### config.mk
export PLATFORM = sky130hd
export DESIGN_NAME = mmr_regfile
export DESIGN_NICKNAME = d
export VERILOG_FILES = /design/src/rtl/mmr_regfile.sv
export SDC_FILE = /design/constraint.sdc
export NUM_CORES = 1
export LEC_CHECK = 0
export CORE_MARGIN = 2
export CORE_UTILIZATION = 40
export CTS_BUF_LIST = sky130_fd_sc_hd__clkbuf_8
export CTS_CLUSTER_DIAMETER = 150
export CTS_CLUSTER_SIZE = 10
export DETAILED_ROUTE_END_ITERATION = 10
export PLACE_DENSITY = 0.75
export SLEW_MARGIN = 20
export SYNTH_ARGS = -nofsm -noshare
export SYNTH_HDL_FRONTEND = slang
export SYNTH_SLANG_ARGS = --single-unit
### constraint.sdc
create_clock -name clock -period 3.5 [get_ports clock]
set_input_delay 0.7 -clock clock [delete_from_list [all_inputs] [get_ports clock]]
set_output_delay 0.7 -clock clock [all_outputs]
set_load 0.02 [all_outputs]
### src/rtl/mmr_regfile.sv
// AXI4-Lite register file: control/status, per-queue descriptor
// bases, and per-queue interrupt enable/status with registered irq.
module mmr_regfile #(
  parameter int unsigned NQUEUES       = 2,
  parameter int unsigned NEVENTS       = 16,
  parameter logic [31:0] CONTROL_RESET = 32'h0
) (
  input  logic                        clock,
  input  logic                        resetn,
  input  logic [9:0]                  s_axil_awaddr,
  input  logic                        s_axil_awvalid,
  output logic                        s_axil_awready,
  input  logic [31:0]                 s_axil_wdata,
  input  logic [3:0]                  s_axil_wstrb,
  input  logic                        s_axil_wvalid,
  output logic                        s_axil_wready,
  output logic [1:0]                  s_axil_bresp,
  output logic                        s_axil_bvalid,
  input  logic                        s_axil_bready,
  input  logic [9:0]                  s_axil_araddr,
  input  logic                        s_axil_arvalid,
  output logic                        s_axil_arready,
  output logic [31:0]                 s_axil_rdata,
  output logic [1:0]                  s_axil_rresp,
  output logic                        s_axil_rvalid,
  input  logic                        s_axil_rready,
  output logic [31:0]                 control,
  input  logic [31:0]                 status,
  input  logic [32*NQUEUES-1:0]       rx_desc_base,
  input  logic [32*NQUEUES-1:0]       tx_desc_base,
  input  logic [NEVENTS*NQUEUES-1:0]  events,
  output logic [NQUEUES-1:0]          irq
);

  typedef enum logic {W_IDLE, W_RESP} w_state_e;
  typedef enum logic {R_IDLE, R_DATA} r_state_e;

  typedef enum logic [3:0] {
    SEL_NONE, SEL_CTRL, SEL_STAT, SEL_RX, SEL_TX,
    SEL_IER, SEL_IDR, SEL_IMR, SEL_ISR
  } sel_e;

  localparam logic [3:0] NQ = 4'(NQUEUES);

  // Word index: bits [7:3] pick the block, [2:0] the queue.
  function automatic sel_e decode(input logic [7:0] w);
    logic qok;
    sel_e s;
    qok = ({1'b0, w[2:0]} < NQ);
    s   = SEL_NONE;
    unique case (1'b1)
      (w == 8'd1):                s = SEL_CTRL;
      (w == 8'd2):                s = SEL_STAT;
      (w[7:3] == 5'd2  && qok):   s = SEL_RX;
      (w[7:3] == 5'd4  && qok):   s = SEL_TX;
      (w[7:3] == 5'd8  && qok):   s = SEL_IER;
      (w[7:3] == 5'd9  && qok):   s = SEL_IDR;
      (w[7:3] == 5'd10 && qok):   s = SEL_IMR;
      (w[7:3] == 5'd11 && qok):   s = SEL_ISR;
      default:                    s = SEL_NONE;
    endcase
    return s;
  endfunction

  w_state_e w_state_q;
  r_state_e r_state_q;

  logic [31:0]        control_q, control_d;
  logic [31:0]        rdata_q;
  logic [1:0]         bresp_q, rresp_q;
  logic [NEVENTS-1:0] imr_q [NQUEUES];
  logic [NEVENTS-1:0] isr_q [NQUEUES];
  logic [NEVENTS-1:0] imr_d [NQUEUES];
  logic [NEVENTS-1:0] isr_d [NQUEUES];
  logic [NQUEUES-1:0] irq_q;

  sel_e        wsel, rsel;
  logic [2:0]  wq, rq;
  logic        wr_acc, wr_ok;
  logic        rd_err;
  logic [31:0] rd_val;
  logic [31:0] q_rx, q_tx, q_imr, q_isr;

  wire unused_ok = ^{s_axil_awaddr[1:0], s_axil_araddr[1:0]};

  assign wsel = decode(s_axil_awaddr[9:2]);
  assign rsel = decode(s_axil_araddr[9:2]);
  assign wq   = s_axil_awaddr[4:2];
  assign rq   = s_axil_araddr[4:2];

  assign wr_acc = (w_state_q == W_IDLE) &&
                  s_axil_awvalid && s_axil_wvalid;
  assign wr_ok  = (wsel == SEL_CTRL) || (wsel == SEL_IER) ||
                  (wsel == SEL_IDR)  || (wsel == SEL_ISR);

  assign s_axil_awready = resetn && wr_acc;
  assign s_axil_wready  = resetn && wr_acc;
  assign s_axil_bvalid  = (w_state_q == W_RESP);
  assign s_axil_bresp   = bresp_q;
  assign s_axil_arready = resetn && (r_state_q == R_IDLE);
  assign s_axil_rvalid  = (r_state_q == R_DATA);
  assign s_axil_rdata   = rdata_q;
  assign s_axil_rresp   = rresp_q;
  assign control        = control_q;
  assign irq            = irq_q;

  always_comb begin
    q_rx  = '0;
    q_tx  = '0;
    q_imr = '0;
    q_isr = '0;
    for (int i = 0; i < NQUEUES; i++) begin
      if (rq == 3'(i)) begin
        q_rx               = rx_desc_base[32*i +: 32];
        q_tx               = tx_desc_base[32*i +: 32];
        q_imr[NEVENTS-1:0] = imr_q[i];
        q_isr[NEVENTS-1:0] = isr_q[i];
      end
    end
  end

  always_comb begin
    rd_val = '0;
    rd_err = 1'b0;
    case (rsel)
      SEL_CTRL: rd_val = control_q;
      SEL_STAT: rd_val = status;
      SEL_RX:   rd_val = q_rx;
      SEL_TX:   rd_val = q_tx;
      SEL_IMR:  rd_val = q_imr;
      SEL_ISR:  rd_val = q_isr;
      default:  rd_err = 1'b1;
    endcase
  end

  always_comb begin
    control_d = control_q;
    if (wr_acc && wsel == SEL_CTRL) begin
      for (int b = 0; b < 4; b++) begin
        if (s_axil_wstrb[b]) begin
          control_d[8*b +: 8] = s_axil_wdata[8*b +: 8];
        end
      end
    end
  end

  // Event set is OR-ed after the W1C so a coincident event wins.
  always_comb begin
    for (int i = 0; i < NQUEUES; i++) begin
      imr_d[i] = imr_q[i];
      isr_d[i] = isr_q[i];
      if (wr_acc && wq == 3'(i)) begin
        if (wsel == SEL_IER)
          imr_d[i] = imr_q[i] | s_axil_wdata[NEVENTS-1:0];
        if (wsel == SEL_IDR)
          imr_d[i] = imr_q[i] & ~s_axil_wdata[NEVENTS-1:0];
        if (wsel == SEL_ISR)
          isr_d[i] = isr_q[i] & ~s_axil_wdata[NEVENTS-1:0];
      end
      isr_d[i] = isr_d[i] | events[NEVENTS*i +: NEVENTS];
    end
  end

  always_ff @(posedge clock or negedge resetn) begin
    if (!resetn) begin
      w_state_q <= W_IDLE;
      bresp_q   <= 2'b00;
      control_q <= CONTROL_RESET;
    end else begin
      control_q <= control_d;
      unique case (w_state_q)
        W_IDLE: if (wr_acc) begin
          w_state_q <= W_RESP;
          bresp_q   <= wr_ok ? 2'b00 : 2'b10;
        end
        W_RESP: if (s_axil_bready) w_state_q <= W_IDLE;
      endcase
    end
  end

  always_ff @(posedge clock or negedge resetn) begin
    if (!resetn) begin
      r_state_q <= R_IDLE;
      rdata_q   <= '0;
      rresp_q   <= 2'b00;
    end else begin
      unique case (r_state_q)
        R_IDLE: if (s_axil_arvalid) begin
          r_state_q <= R_DATA;
          rdata_q   <= rd_val;
          rresp_q   <= rd_err ? 2'b10 : 2'b00;
        end
        R_DATA: if (s_axil_rready) r_state_q <= R_IDLE;
      endcase
    end
  end

  always_ff @(posedge clock or negedge resetn) begin
    if (!resetn) begin
      irq_q <= '0;
      for (int i = 0; i < NQUEUES; i++) begin
        imr_q[i] <= '0;
        isr_q[i] <= '0;
      end
    end else begin
      for (int i = 0; i < NQUEUES; i++) begin
        irq_q[i] <= |(isr_q[i] & imr_q[i]);
        imr_q[i] <= imr_d[i];
        isr_q[i] <= isr_d[i];
      end
    end
  end

endmodule

======== Word-level counts from Yosys, hierarchy flattened ========
Index checks and enable logic that the tools add are counted.
storage, ports and cells
  input port bits ......................... 255
  memory bits (read-only) ................. 0
  logic and storage cells ................. 120
  bits in registers ....................... 136
  memories kept ........................... 0
  memory bits (writable) .................. 0
  latch bits .............................. 0
  output and inout port bits .............. 75
operators by class
  reduce and logical (&&, ||, !) cells .... 36
  eq/ne operators ......................... 28
  add/subtract/negate cells ............... 0
  muxes and demuxes ....................... 27
  multipliers ............................. 0
  magnitude comparators ................... 2
  bitwise gates (word level) .............. 13
  shifts and indexed selects .............. 0
  div/mod/pow operators ................... 0
operator list
  operator                                                     number
  2-to-1 mux 16 bit                                            12
  one-hot mux 32 bit (6 select lines)                          1
  2-to-1 mux 32 bit                                            4
  AND 16 bit                                                   6
  OR 16 bit                                                    4
  one-hot mux 4 bit (8 select lines)                           2
  == test 5 x 4 -> 1 bit (second input constant)               8
  OR reduction 16 bit                                          2
  logical AND 1 bit                                            19
  == test 4 x 3 -> 1 bit (second input constant)               4
  == test 8 x 1 -> 1 bit (second input constant)               2
  == test 8 x 2 -> 1 bit (second input constant)               2
  inverter 16 bit                                              1
  AND reduction 2 bit                                          8
  == test 5 x 2 -> 1 bit (second input constant)               2
  == test 5 x 3 -> 1 bit (second input constant)               2
  == test 4 x 1 -> 1 bit (second input constant)               2
  == test 4 x 2 -> 1 bit (second input constant)               2
  == test 4 bit (second input constant)                        2
  == test 3 x 1 -> 1 bit (second input constant)               2
  logical NOT 3 bit                                            2
  less-than comparator 3 x 2 -> 1 bit (second input constant)  2
  OR reduction 6 bit                                           1
  2-to-1 mux 1 bit                                             4
  5 further kinds                                              10

======== Depth between registers and ports, before layout ========
  word-level depth ........................ 8
  depth in mapped cells ................... 7
  depth with buffers taken out ............ 4

======== Worst setup path before layout ========
OpenSTA, ideal clock, no wires.
  path type ............................... input port to flip-flop
  start ................................... input port s_axil_awaddr[7]
  end ..................................... register control_q[0], in the netlist control[0]
  arrival time ............................ 2.192 ns
  buffers on the path ..................... 0
  setup slack ............................. 1.183 ns
  cell stages on the path ................. 4
  path through ............................ or4_1 -> nor4b_2 -> nand2_1 -> mux2_2
between the ends
  cells in the longest elaborated chain, start to end .. 6
  elaborated cells on any way between the ends .. 18
  those cells by class .................... 9 x eq/ne; 1 x mux; 8 x reduce/logical
RTL lines
  what                                            RTL line  text
  from (decl)                                     10        input logic [9:0] s_axil_awaddr,
  == test 5 x 4 -> 1 bit (tied with other cells)  59        (w[7:3] == 5'd11 && qok): s = SEL_ISR;
  logical AND 1 bit (tied with other cells)       59
  one-hot mux 4 bit (8 select lines) *            51        unique case (1'b1)
  == test 4 x 1 -> 1 bit *                        138       if (wr_acc && wsel == SEL_CTRL) begin
  logical AND 1 bit *                             138
  AND reduction 2 bit (no source line) *          --
  to (signal assigned)                            170       control_q <= control_d;
  to (decl)                                       68        logic [31:0] control_q, control_d;
Mark *: on every way between the ends. The rest lies on a longest branch, timed or not.
A chain may end at the register's enable or synchronous reset.

======== Worst setup path after layout ========
  start ................................... input port s_axil_wvalid
  end ..................................... output port s_axil_awready
between the ends
  cells in the longest elaborated chain, start to end .. 2
RTL lines
  what               RTL line  text
  from (decl)        15        input logic s_axil_wvalid,
  logical AND 1 bit  92        s_axil_awvalid && s_axil_wvalid;
  logical AND 1 bit  96        assign s_axil_awready = resetn && wr_acc;
  to (decl)          12        output logic s_axil_awready,
No other way between the ends.

==> metrics.csv <==
stage,metric,value,unit
global_route,antenna_found_initial,1,
outcome,status,"finished, final reports clean",
floorplan,die_y,141,microns
worst_setup_path,crit_buf_inv,2,
worst_setup_path,startpoint,s_axil_wvalid,
place,port_buffers,323,
worst_setup_path,worstSetupPathType,primary input to output port,
place,gp_congestion,0.874,
clocking,cts-root-buf,clkbuf_8,
yosys,synth_common_cells,"dfrtp_1 (134), a31oi_1 (66), mux2_2 (65)",
min_path,hp-class,primary input to asynchronous set/reset pin,
timing,rsz0062_at_grt,no,
worst_setup_path,cp_data_arrival_time,2200,ps
global_route,grt_first_pass_wirelength,42200,microns
floorplan,die_area,0.0198,sq mm
worst_setup_path,worstReg2RegEnd,control[6]$_DFFE_PN0P_,
timing,tns,0,ps
timing,clock.fmax,345,MHz
route,drc_errors,0,
worst_setup_path,cp-end-kind,output port,
power_and_ir_drop,p_leak,4.51,nW
yosys,synth_cell_types,39,
route,wl_per_cell,22.3,microns
global_route,overflow,0,
timing,whs,413,ps
route,num_vias,7501,
clocking,post-cts-setup-buffers,0,
floorplan,start_util,40.5,%
clocking,cts_hold_buf,0,
power_and_ir_drop,powerDensity,348,mW/mm^2
worst_setup_path,cp_cell_sequence,clkdlybuf4s50_1 -> nand3b_1 -> nor2_1 -> clkdlybuf4s50_1,
worst_setup_path,cpMaxStageDelayCell,clkdlybuf4s50_1,
global_route,grt_usage,28.0,%
clocking,clk_pin_slew,80,ps
timing,worstMarginPinSlew,1080,ps
yosys,synth_seq_cells,134,
yosys,synth_flop_cell,dfrtp_1,
clocking,clock_latency,440,ps
yosys,netlist_area,0.00749,sq mm
timing,hold_viol,0,
floorplan,num_io_pins,330,
global_route,grt_start_max_net_pins,78,
worst_setup_path,startpoint_type,primary input,
worst_setup_path,r2r_cells,5,
yosys,synth-edff-count,0,
power_and_ir_drop,ir_drop,0.000226,V
route,drt_iter0_drc,575,
yosys,synth_area_leaders,"dfrtp_1 (45%), mux2_2 (9.8%), mux2i_1 (8.6%)",
timing,period_needed,2900,ps
place,place_hpwl,21700,microns
clocking,ctsLongestPathBuffers,2,
yosys,synth_top_area_share,44.8,%
clocking,ctsHtreeMaxLevel,4,
timing,fin_skew,9.47,ps
global_route,first_global_vias,7216,
worst_setup_path,cpLargestDelayFamily,buffers and inverters,
yosys,yosys_warnings,0,
yosys,yosys.area.top_type,dfrtp_1,
clocking,cts_tree,yes,
clocking,clock-sinks,134,
worst_setup_path,cp_common_cell,clkdlybuf4s50_1,
final_layout,nets,1277,
final_layout,areaGrowthSynthToFinish,51.9,%
yosys,yosysMostFrequentCell,dfrtp_1,
worst_setup_path,r2r_slack,1580,ps
yosys,postSynthAreaPerCell,10.4,sq um
yosys,synth_cells,719,
yosys,ys_seq_area_share,44.8,%
worst_setup_path,slowest_delay,640,ps
timing,finalMaxSlewViolations,0,
floorplan,die_w,141,microns
floorplan,row_count,50,
worst_setup_path,path_max_fanout,5,
route,post_drt_via_cell_ratio,5.91,
clocking,post_cts_resized,0,
route,ant_nets,0,
timing,slew_headroom,27.9,%
flow_run,drv_cap,0,
worst_setup_path,r2r_start,s_axil_bvalid$_DFF_PN0_,
worst_setup_path,cp.depth,4,
worst_setup_path,endpoint,s_axil_awready,
route,wl,28300,microns
timing,setup_viol,0,
clocking,cts_inserted_buffers,17,
timing,period_share,82.8,%
route,dr.pass1.iters,5,
yosys,async_flop_share,100,%
floorplan,core,0.0185,sq mm
worst_setup_path,critical_path_required,2800,ps
final_layout,layout-drive-gt1-share,13.4,%
==> worst min path at each step <==
stage | startpoint | to | cells after the start
finish | resetn | s_axil_rdata[16]$_DFFE_PN0P_ | 2
global route | resetn | s_axil_rdata[16]$_DFFE_PN0P_ | 2
CTS | resetn | s_axil_rdata[16]$_DFFE_PN0P_ | 2
detailed placement | s_axil_rdata[19]$_DFFE_PN0P_ | s_axil_rdata[19]$_DFFE_PN0P_ | 2
global placement | s_axil_rdata[19]$_DFFE_PN0P_ | s_axil_rdata[19]$_DFFE_PN0P_ | 2
floorplan | resetn | asynchronous set/reset pin | 0
==> layout make-up <==
| cell class | instances | area, sq um |
|---|---|---|
| fill | 1604 | 7140 |
| multi-input combinational | 515 | 3910 |
| timing repair buffer | 348 | 3420 |
| sequential | 134 | 3350 |
| tap | 234 | 293 |
| clock buffer | 17 | 234 |
| clock inverter | 15 | 140 |
| inverter | 6 | 22.5 |
| antenna | 1 | 2.50 |
==> power by group <==
part	leakage, nW	switching, mW	internal, mW
registers	1.64	0.0519	1.64
logic	2.67	0.475	0.537
clock network	0.207	0.632	0.626
total	4.51	1.16	2.80
==> cells by family (layout without fill, tap and decap cells) <==
family | after synthesis | in the layout | synth area share, %
AOI/OAI and AO/OA | 251 | 251 | 24.4
buffers and inverters | 71 | 386 | 3.96
DFF | 134 | 134 | 44.8
muxes | 129 | 129 | 18.3
other | 1 | 3 | 0.0501
and+or+nand+nor | 133 | 133 | 8.54
==> layout by cell type, fill, tap and decap left out, types with 4 or more instances in the layout <==
| master | netlist | final |
|---|---|---|
| nor3_2 | 0 | 4 |
| a21o_1 | 32 | 32 |
| dfrtp_1 | 134 | 134 |
| o21ai_0 | 21 | 21 |
| inv_1 | 6 | 9 |
| nor2_1 | 63 | 62 |
| clkdlybuf4s50_1 | 0 | 321 |
| o2bb2ai_1 | 16 | 16 |
| nand2_1 | 9 | 9 |
| a22o_1 | 26 | 26 |
| nand3_1 | 32 | 32 |
| mux2i_1 | 64 | 64 |
| a221oi_1 | 37 | 37 |
| buf_4 | 4 | 26 |
| a31oi_1 | 66 | 66 |
| a32o_1 | 16 | 16 |
| clkbuf_8 | 0 | 17 |
| mux2_2 | 65 | 65 |
| clkinv_2 | 0 | 5 |
| o22ai_1 | 16 | 16 |
| a21oi_1 | 17 | 17 |
==> metal layers <==
| metal | GRT usage [%] | routed length (microns) | vias up |
|---|---|---|---|
| met5 | 0 | 0 | - |
| met4 | 10.7 | 965 | 0 |
| met3 | 5.40 | 1940 | 51 |
| met2 | 48.5 | 14300 | 348 |
| met1 | 34.6 | 11100 | 3687 |
| li1 | - | - | 3415 |
==> metrics by stage <==
stage	worst slack (ps)	cell area (sq um)	utilization [%]	std cells	power [mW]
6_report	603	11400	61.4	1270	3.96
3_5_place_dp	403	11000	59.4	1237	2.73
4_1_cts	603	11400	61.4	1269	3.97
3_3_place_gp	451	11000	59.4	1237	2.72
2_1_floorplan	1180	7490	-	720	2.10
5_1_grt	514	11400	61.4	1270	4.11
Power figures use the tool's default switching activity.
